===== config.mk =====
export PLATFORM = sky130hd
export DESIGN_NAME = spi_slave
export DESIGN_NICKNAME = d
export VERILOG_FILES = /design/src/rtl/spi_slave.sv
export SDC_FILE = /design/constraint.sdc
export NUM_CORES = 1
export LEC_CHECK = 0
export ABC_AREA = 0
export BUFFER_PORTS_ARGS = -buffer_cell sky130_fd_sc_hd__buf_2
export CORE_AREA = 2 2 73 75
export CTS_CLUSTER_DIAMETER = 120
export DETAILED_ROUTE_END_ITERATION = 6
export DIE_AREA = 0 0 75 77
export GPL_ROUTABILITY_DRIVEN = 1
export PLACE_DENSITY = 0.65
export REMOVE_ABC_BUFFERS = 1
export SETUP_SLACK_MARGIN = 0.02
export SLEW_MARGIN = 20
export SYNTH_ARGS = -nofsm -noshare
export SYNTH_HDL_FRONTEND = slang
export SYNTH_SLANG_ARGS = --single-unit

===== constraint.sdc =====
create_clock -name clk -period 2.1 [get_ports clk]
set_input_delay 0.21 -clock clk [delete_from_list [all_inputs] [get_ports clk]]
set_output_delay 0.21 -clock clk [all_outputs]
set_load 0.005 [all_outputs]

===== src/rtl/spi_slave.sv =====
// SPI slave endpoint (CPOL=0, CPHA=1) oversampled in the clk domain. It has a one-deep
// transmit buffer, a receive strobe and pulses for underrun and aborted frames.
module spi_slave #(
  parameter int DATA_W = 8
) (
  input  logic              clk,
  input  logic              rst,
  input  logic              sclk,
  input  logic              ss,
  input  logic              mosi,
  output logic              miso,
  input  logic [DATA_W-1:0] tx_data,
  input  logic              tx_load,
  output logic              tx_ready,
  output logic [DATA_W-1:0] rx_data,
  output logic              rx_valid,
  output logic              tx_underrun,
  output logic              frame_err,
  output logic              busy
);

  localparam int CNT_W = (DATA_W > 2) ? $clog2(DATA_W) : 1;
  localparam logic [CNT_W-1:0] CNT_LAST = CNT_W'(DATA_W - 1);

  typedef enum logic {
    IDLE   = 1'b0,
    ACTIVE = 1'b1
  } state_e;

  state_e              state_q, state_d;
  logic                sclk_m_q, sclk_m_d, sclk_s_q, sclk_s_d, sclk_dly_q, sclk_dly_d;
  logic                ss_m_q, ss_m_d, ss_s_q, ss_s_d, ss_dly_q, ss_dly_d;
  logic                mosi_m_q, mosi_m_d, mosi_s_q, mosi_s_d;
  logic [CNT_W-1:0]    bit_cnt_q, bit_cnt_d;
  logic [DATA_W-1:0]   shift_q, shift_d;
  logic [DATA_W-1:0]   rx_shift_q, rx_shift_d;
  logic [DATA_W-1:0]   rx_data_q, rx_data_d;
  logic [DATA_W-1:0]   buf_q, buf_d;
  logic                buf_full_q, buf_full_d;
  logic                rx_valid_q, rx_valid_d;
  logic                miso_q, miso_d;
  logic                underrun_q, underrun_d;
  logic                underrun_pend_q, underrun_pend_d;
  logic                frame_err_q, frame_err_d;
  logic                busy_q, busy_d;

  logic                rise, fall, ss_fall, ss_rise;
  logic                word_start, start_deferred;
  logic [DATA_W-1:0]   rx_word;

  assign rise    = sclk_s_q & ~sclk_dly_q;
  assign fall    = ~sclk_s_q & sclk_dly_q;
  assign ss_fall = ~ss_s_q & ss_dly_q;
  assign ss_rise = ss_s_q & ~ss_dly_q;

  // Next-state logic: synchronizers, frame FSM, shifters and transmit buffer
  always_comb begin
    sclk_m_d        = sclk;
    sclk_s_d        = sclk_m_q;
    sclk_dly_d      = sclk_s_q;
    ss_m_d          = ss;
    ss_s_d          = ss_m_q;
    ss_dly_d        = ss_s_q;
    mosi_m_d        = mosi;
    mosi_s_d        = mosi_m_q;
    state_d         = state_q;
    bit_cnt_d       = bit_cnt_q;
    shift_d         = shift_q;
    rx_shift_d      = rx_shift_q;
    rx_data_d       = rx_data_q;
    buf_d           = buf_q;
    buf_full_d      = buf_full_q;
    miso_d          = miso_q;
    underrun_pend_d = underrun_pend_q;
    rx_valid_d      = 1'b0;
    underrun_d      = 1'b0;
    frame_err_d     = 1'b0;
    word_start      = 1'b0;
    start_deferred  = 1'b0;
    rx_word         = {rx_shift_q[DATA_W-2:0], mosi_s_q};

    case (state_q)
      IDLE: begin
        if (ss_fall) begin
          state_d    = ACTIVE;
          word_start = 1'b1;
        end else begin
          state_d    = IDLE;
        end
      end
      ACTIVE: begin
        if (ss_rise) begin
          state_d         = IDLE;
          bit_cnt_d       = '0;
          miso_d          = 1'b0;
          underrun_pend_d = 1'b0;
          frame_err_d     = (bit_cnt_q != '0);
        end else if (rise) begin
          miso_d          = shift_q[DATA_W-1];
          shift_d         = {shift_q[DATA_W-2:0], 1'b0};
          underrun_d      = underrun_pend_q;
          underrun_pend_d = 1'b0;
        end else if (fall) begin
          rx_shift_d = rx_word;
          if (bit_cnt_q == CNT_LAST) begin
            bit_cnt_d      = '0;
            rx_data_d      = rx_word;
            rx_valid_d     = 1'b1;
            word_start     = 1'b1;
            start_deferred = 1'b1;
          end else begin
            bit_cnt_d      = bit_cnt_q + CNT_W'(1);
          end
        end else begin
          state_d = ACTIVE;
        end
      end
      default: begin
        state_d = IDLE;
      end
    endcase

    // A start after a completed word only flags underrun once the master clocks that word,
    // so a clean frame end does not report an underrun for a word that never goes out.
    if (word_start) begin
      shift_d    = buf_full_q ? buf_q : '0;
      buf_full_d = 1'b0;
      if (!buf_full_q && start_deferred) begin
        underrun_pend_d = 1'b1;
      end else begin
        underrun_d      = ~buf_full_q;
      end
    end else begin
      buf_full_d = buf_full_q;
    end

    if (tx_load && !buf_full_q) begin
      buf_d      = tx_data;
      buf_full_d = 1'b1;
    end else begin
      buf_d      = buf_q;
    end

    busy_d = (state_d == ACTIVE);
  end

  // State registers with synchronous reset
  always_ff @(posedge clk) begin
    if (rst) begin
      sclk_m_q        <= 1'b0;
      sclk_s_q        <= 1'b0;
      sclk_dly_q      <= 1'b0;
      ss_m_q          <= 1'b0;
      ss_s_q          <= 1'b0;
      ss_dly_q        <= 1'b0;
      mosi_m_q        <= 1'b0;
      mosi_s_q        <= 1'b0;
      state_q         <= IDLE;
      bit_cnt_q       <= '0;
      shift_q         <= '0;
      rx_shift_q      <= '0;
      rx_data_q       <= '0;
      buf_q           <= '0;
      buf_full_q      <= 1'b0;
      miso_q          <= 1'b0;
      underrun_pend_q <= 1'b0;
      rx_valid_q      <= 1'b0;
      underrun_q      <= 1'b0;
      frame_err_q     <= 1'b0;
      busy_q          <= 1'b0;
    end else begin
      sclk_m_q        <= sclk_m_d;
      sclk_s_q        <= sclk_s_d;
      sclk_dly_q      <= sclk_dly_d;
      ss_m_q          <= ss_m_d;
      ss_s_q          <= ss_s_d;
      ss_dly_q        <= ss_dly_d;
      mosi_m_q        <= mosi_m_d;
      mosi_s_q        <= mosi_s_d;
      state_q         <= state_d;
      bit_cnt_q       <= bit_cnt_d;
      shift_q         <= shift_d;
      rx_shift_q      <= rx_shift_d;
      rx_data_q       <= rx_data_d;
      buf_q           <= buf_d;
      buf_full_q      <= buf_full_d;
      miso_q          <= miso_d;
      underrun_pend_q <= underrun_pend_d;
      rx_valid_q      <= rx_valid_d;
      underrun_q      <= underrun_d;
      frame_err_q     <= frame_err_d;
      busy_q          <= busy_d;
    end
  end

  assign miso        = miso_q;
  assign tx_ready    = ~buf_full_q;
  assign rx_data     = rx_data_q;
  assign rx_valid    = rx_valid_q;
  assign tx_underrun = underrun_q;
  assign frame_err   = frame_err_q;
  assign busy        = busy_q;

endmodule


== Word-level counts from Yosys, hierarchy flattened ==
Cells that the tools add are included.

* $add $sub $neg: 1
* Equal/unequal tests: 3
* Mux-type cells: 32
* Bitwise gates (word level): 12
* Reductions and logical operators: 15

{| class="wikitable"
|+ Operators with widths
! operator !! number
|-
| 2-to-1 mux 8 bit || 5
|-
| 2-to-1 mux 1 bit || 21
|-
| 2-to-1 mux 3 bit || 4
|-
| nonzero test 2 bit || 5
|-
| inverter 1 bit || 8
|-
| AND reduction 3 bit || 2
|-
| AND reduction 5 bit || 1
|-
| AND 1 bit || 4
|-
| inequality test 2 x 1 -> 1 bit, second input constant || 2
|-
| case mux 1 bit (2 select lines) || 2
|-
| AND reduction 4 bit || 1
|-
| adder 3 x 1 -> 3 bit, second input constant || 1
|-
| == test 3 bit, second input constant || 1
|-
| nonzero test 3 bit || 1
|-
| OR reduction 3 bit || 1
|-
| logical AND 1 bit || 2
|-
| AND reduction 2 bit || 1
|-
| zero test 1 bit || 1
|}

* Register bits after elaboration: 49
* Output and inout port bits: 14

== Logic depth before layout (Yosys ltp) ==
* Depth after elaboration: 9
* Mapped depth: 8
* Depth with buffers taken out: 6

== Least setup slack after synthesis ==
No wires, ideal clock.

* Path kind: reg-to-reg
* From: register bit_cnt_q[0]
* To: register shift_q[0]
* Setup time: 0.128 ns
* Data arrival time: 1.528 ns
* Setup slack: 0.445 ns
* Cell stages (with the launch flop): 9
* Buffers on the path: 2
* Clock period less this slack: 1.655 ns
* Cells stage by stage: dfxtp_1 ha_1 ha_1 and3b_1 buf_6 a41o_1 buf_4 a32oi_1 nor2_1

* Word-level cells in the longest chain between the ends: 8

{| class="wikitable"
|+ RTL lines
! element !! RTL line !! text
|-
| start: declaration || 34 || <nowiki>logic [CNT_W-1:0] bit_cnt_q, bit_cnt_d;</nowiki>
|-
| start signal: assignment || 181 || <nowiki>bit_cnt_q <= bit_cnt_d;</nowiki>
|-
| == test 3 bit * || 105 || <nowiki>if (bit_cnt_q == CNT_LAST) begin</nowiki>
|-
| 2-to-1 mux 1 bit * || 105 ||
|-
| 2-to-1 mux 1 bit * (2 in a row) || - ||
|-
| 2-to-1 mux 1 bit * || 92 || <nowiki>if (ss_rise) begin</nowiki>
|-
| case mux 1 bit (2 select lines) * || 82 || <nowiki>case (state_q)</nowiki>
|-
| inequality test 2 x 1 -> 1 bit (no line) or nonzero test 2 bit (tied branches) || - ||
|-
| AND reduction 3 bit (no line) || - ||
|-
| end signal: assignment || 182 || <nowiki>shift_q <= shift_d;</nowiki>
|-
| end: declaration || 35 || <nowiki>logic [DATA_W-1:0] shift_q, shift_d;</nowiki>
|}

Mark *: on every way between the ends. The rest lies on a longest branch, timed or not.
A chain may end at the register's enable or synchronous reset.

== Worst setup path after layout ==
* From: register bit_cnt_q[0]
* To: register shift_q[3]

Same word-level chain as after synthesis.

==> impl_metrics.json <==
{
  "rows": 26,
  "synth_seq_cells": 49,
  "num_vias": 1507,
  "clock.fmax_ghz": 0.526,
  "via_per_inst": 4.86,
  "synth_top_family_by_area": "simple AND/OR/NAND/NOR gates",
  "ff_latch_area_um2": 981,
  "antenna_left": 0,
  "synthSimpleGateAreaFrac": 0.196,
  "cellPowerDensity_nw_per_um2": 814,
  "critPathLaunchType": "register",
  "setup_viol": 0,
  "min_period_ns": 1.90,
  "total_power_w": 0.00183,
  "top_level_ports": 28,
  "first_pass_iters": 4,
  "r2r_slack_ns": 0.20,
  "ys.warnings.count": 0,
  "hp-class": "in -> reg",
  "crit_arrival_ns": 2.11,
  "netlist_area_um2": 1950,
  "h-tree-depth": 2,
  "swShare": 0.201,
  "synth.distinct_cells": 32,
  "clock_latency_ns": 0.30,
  "rsz0062_at_grt": "false",
  "fp.dieW_um": 75,
  "maxCapViolCount": 0,
  "async_flop_share": 0,
  "synthAdderAreaFrac": 0.0193,
  "grt_start_max_net_pins": 31,
  "nNetsFinal": 256,
  "synth_cells": 216,
  "gp_congestion": 0.787,
  "pwr-share-seq": 0.527,
  "diodes": 0,
  "port_buffers": 27,
  "cts.clk_slew.worst_paths_ns": 0.09,
  "multi_input_area_um2": 843,
  "fin_cells": 310,
  "post-cts-setup-buffers": 0,
  "crit_path_top_delay_cell": "and3b_1",
  "antenna_found_initial": 0,
  "worstSetupPathType": "reg -> reg",
  "fin_setup_tns_ns": 0,
  "comb_power_share": 0.051,
  "tightest_slew_ns": 0.575,
  "required_ns": 2.31,
  "post-route-worst-setup-slack_ns": 0.198,
  "cts_root_buf": "clkbuf_8",
  "switching_power_w": 0.000369,
  "p_leak_nw": 0.917,
  "cts_buffer_depth": 2,
  "synth_flop_cell": "dfxtp_1",
  "synth_edf_count": 0,
  "crit_top_cell": "ha_1",
  "cts_tree": "done",
  "ir_drop_uv": 470,
  "start_util": 0.391,
  "worst-path-max-fanout": 10,
  "hold_violations": 0,
  "drc": 0,
  "synth-compound-area-share": 0.176,
  "die_h_um": 77,
  "crit_chain": "ha_1 > ha_1 > and3b_1 > a41o_2 > nand2_1 > a221oi_2",
  "p_int_w": 0.00146,
  "critical-path-max-stage-delay_ns": 0.41,
  "drt-total-wl_mm": 3.62,
  "track_usage": 0.143,
  "slew_headroom": 0.617,
  "wire_per_inst_um": 11.7,
  "yosysSeqAreaShare": 0.504,
  "startpoint": "bit_cnt_q[0]$_SDFFE_PP0P_",
  "muxShareOfSynthArea": 0.0411,
  "status": "finished, final reports clean",
  "hold_buffers": 0,
  "n_fill_cell": 493,
  "final_util": 0.452,
  "drive_above_1_share": 0.208,
  "critPathCaptureType": "register",
  "avgSynthCellArea_um2": 9.01,
  "finalMaxSlewViolations": 0,
  "dp_slack_ns": 0.137,
  "area_growth_pct": 15.7,
  "grt_pass1_vias": 1464,
  "r2r_start": "bit_cnt_q[0]$_SDFFE_PP0P_",
  "overflow": 0,
  "hold_start": "mosi",
  "synth-xor-area-share": 0,
  "p_clk_frac": 0.421,
  "drtIter0Drc": 53,
  "grt_pass1_wl_mm": 6.55,
  "cts-resized-gates": 0,
  "hpwlAfterDp_mm": 2.47,
  "numCtsBuffers": 5,
  "skew_ns": 0.00677,
  "dieArea_um2": 5780,
  "fin_crit_sh": 0.906,
  "coreArea_um2": 4980,
  "clkSinkCount": 49,
  "placed_cells": 302
}
-- sequential cells by signal (all words and copies together) (netlist names), 3 cells and up --
name / flops
rx_shift_q: 7
rx_data: 8
buf_q: 8
bit_cnt_q: 3
shift_q: 8
-- path summary, 6_finish.rpt --
path | cells past startpoint | to
hold / removal | 2 | mosi_m_q$_SDFF_PP0_
hold reg to reg | 1 | mosi_s_q$_SDFF_PP0_
setup reg to reg | 6 | shift_q[3]$_SDFFE_PP0P_
setup / recovery | 6 | shift_q[3]$_SDFFE_PP0P_
-- cells in the mapped netlist, types with 3 or more instances --
| master | number | area, µm² |
|---|---|---|
| mux2i_1 | 8 | 80.1 |
| nand3_1 | 3 | 15.0 |
| a221oi_2 | 7 | 105 |
| ha_1 | 3 | 37.5 |
| o21ai_0 | 8 | 40.0 |
| dfxtp_1 | 49 | 981 |
| nand2_1 | 41 | 154 |
| a21oi_1 | 26 | 130 |
| clkbuf_1 | 8 | 30.0 |
| nor2_1 | 13 | 48.8 |
| nor2b_1 | 12 | 75.1 |
| buf_2 | 3 | 15.0 |
| inv_1 | 11 | 41.3 |
-- placed cells by master, fill, tap and decap left out, types with 2 or more instances in the layout --
master	instances
dfxtp_1	49
buf_4	4
a21oi_1	26
inv_1	11
nand4_1	2
nor2_1	13
a22oi_1	2
nand2b_1	2
mux2i_1	8
ha_1	3
nor2b_1	12
clkbuf_8	5
buf_2	27
nand2_1	41
a221oi_2	7
o21ai_0	8
bufinv_16	2
nand3_1	3
-- metal layers --
layer  track usage  vias up  wire length [µm]
li1              -      774                 -
met1         0.191      695              1790
met2         0.212       31              1600
met3        0.0381        7               172
met4        0.0661        0                65
met5             0        -                 0
-- metrics by stage --
| step | instance area, µm² | hold slack, ns |
|---|---|---|
| after floorplan | 1860 | 0.276 |
| after global placement | 2120 | 0.418 |
| after detailed placement | 2120 | 0.425 |
| after CTS | 2250 | 0.114 |
| after global routing | 2250 | 0.111 |
| final | 2250 | 0.117 |
-- critical path, delay by kind of cell, from the launching register on --
kind | cells | cell delay (ns)
flip-flops | 1 | 0.37
adder cells (fa/ha/maj) | 2 | 0.32
AND/OR/NAND/NOR | 2 | 0.50
AO/OA/AOI/OAI | 2 | 0.62
-- final cells by class --
class | instances | area share
multi-input combinational | 141 | 0.374
timing repair buffer | 31 | 0.0733
sequential | 49 | 0.436
clock inverter | 3 | 0.0289
inverter | 11 | 0.0183
tap | 70 | 0.0389
clock buffer | 5 | 0.0306
-- power groups by stage --
stage	registers (W)	logic, W	clock network [W]
6_report	0.000967	0.0000937	0.000772
5_1_grt	0.000971	0.000109	0.000834
4_1_cts	0.000967	0.0000944	0.000789
3_5_place_dp	0.000989	0.0000936	0
3_3_place_gp	0.000989	0.0000930	0
2_1_floorplan	0.000984	0.0000516	0
-- logic make-up (layout without fill, tap and decap cells) --
kind of cell	count (synthesis)	count (layout)
flip-flops	49	49
buffers and inverters	26	50
AO/OA/AOI/OAI	49	49
AND/OR/NAND/NOR	81	81
adder cells (fa/ha/maj)	3	3
multiplexers	8	8
(Power assumes the default switching activity.)
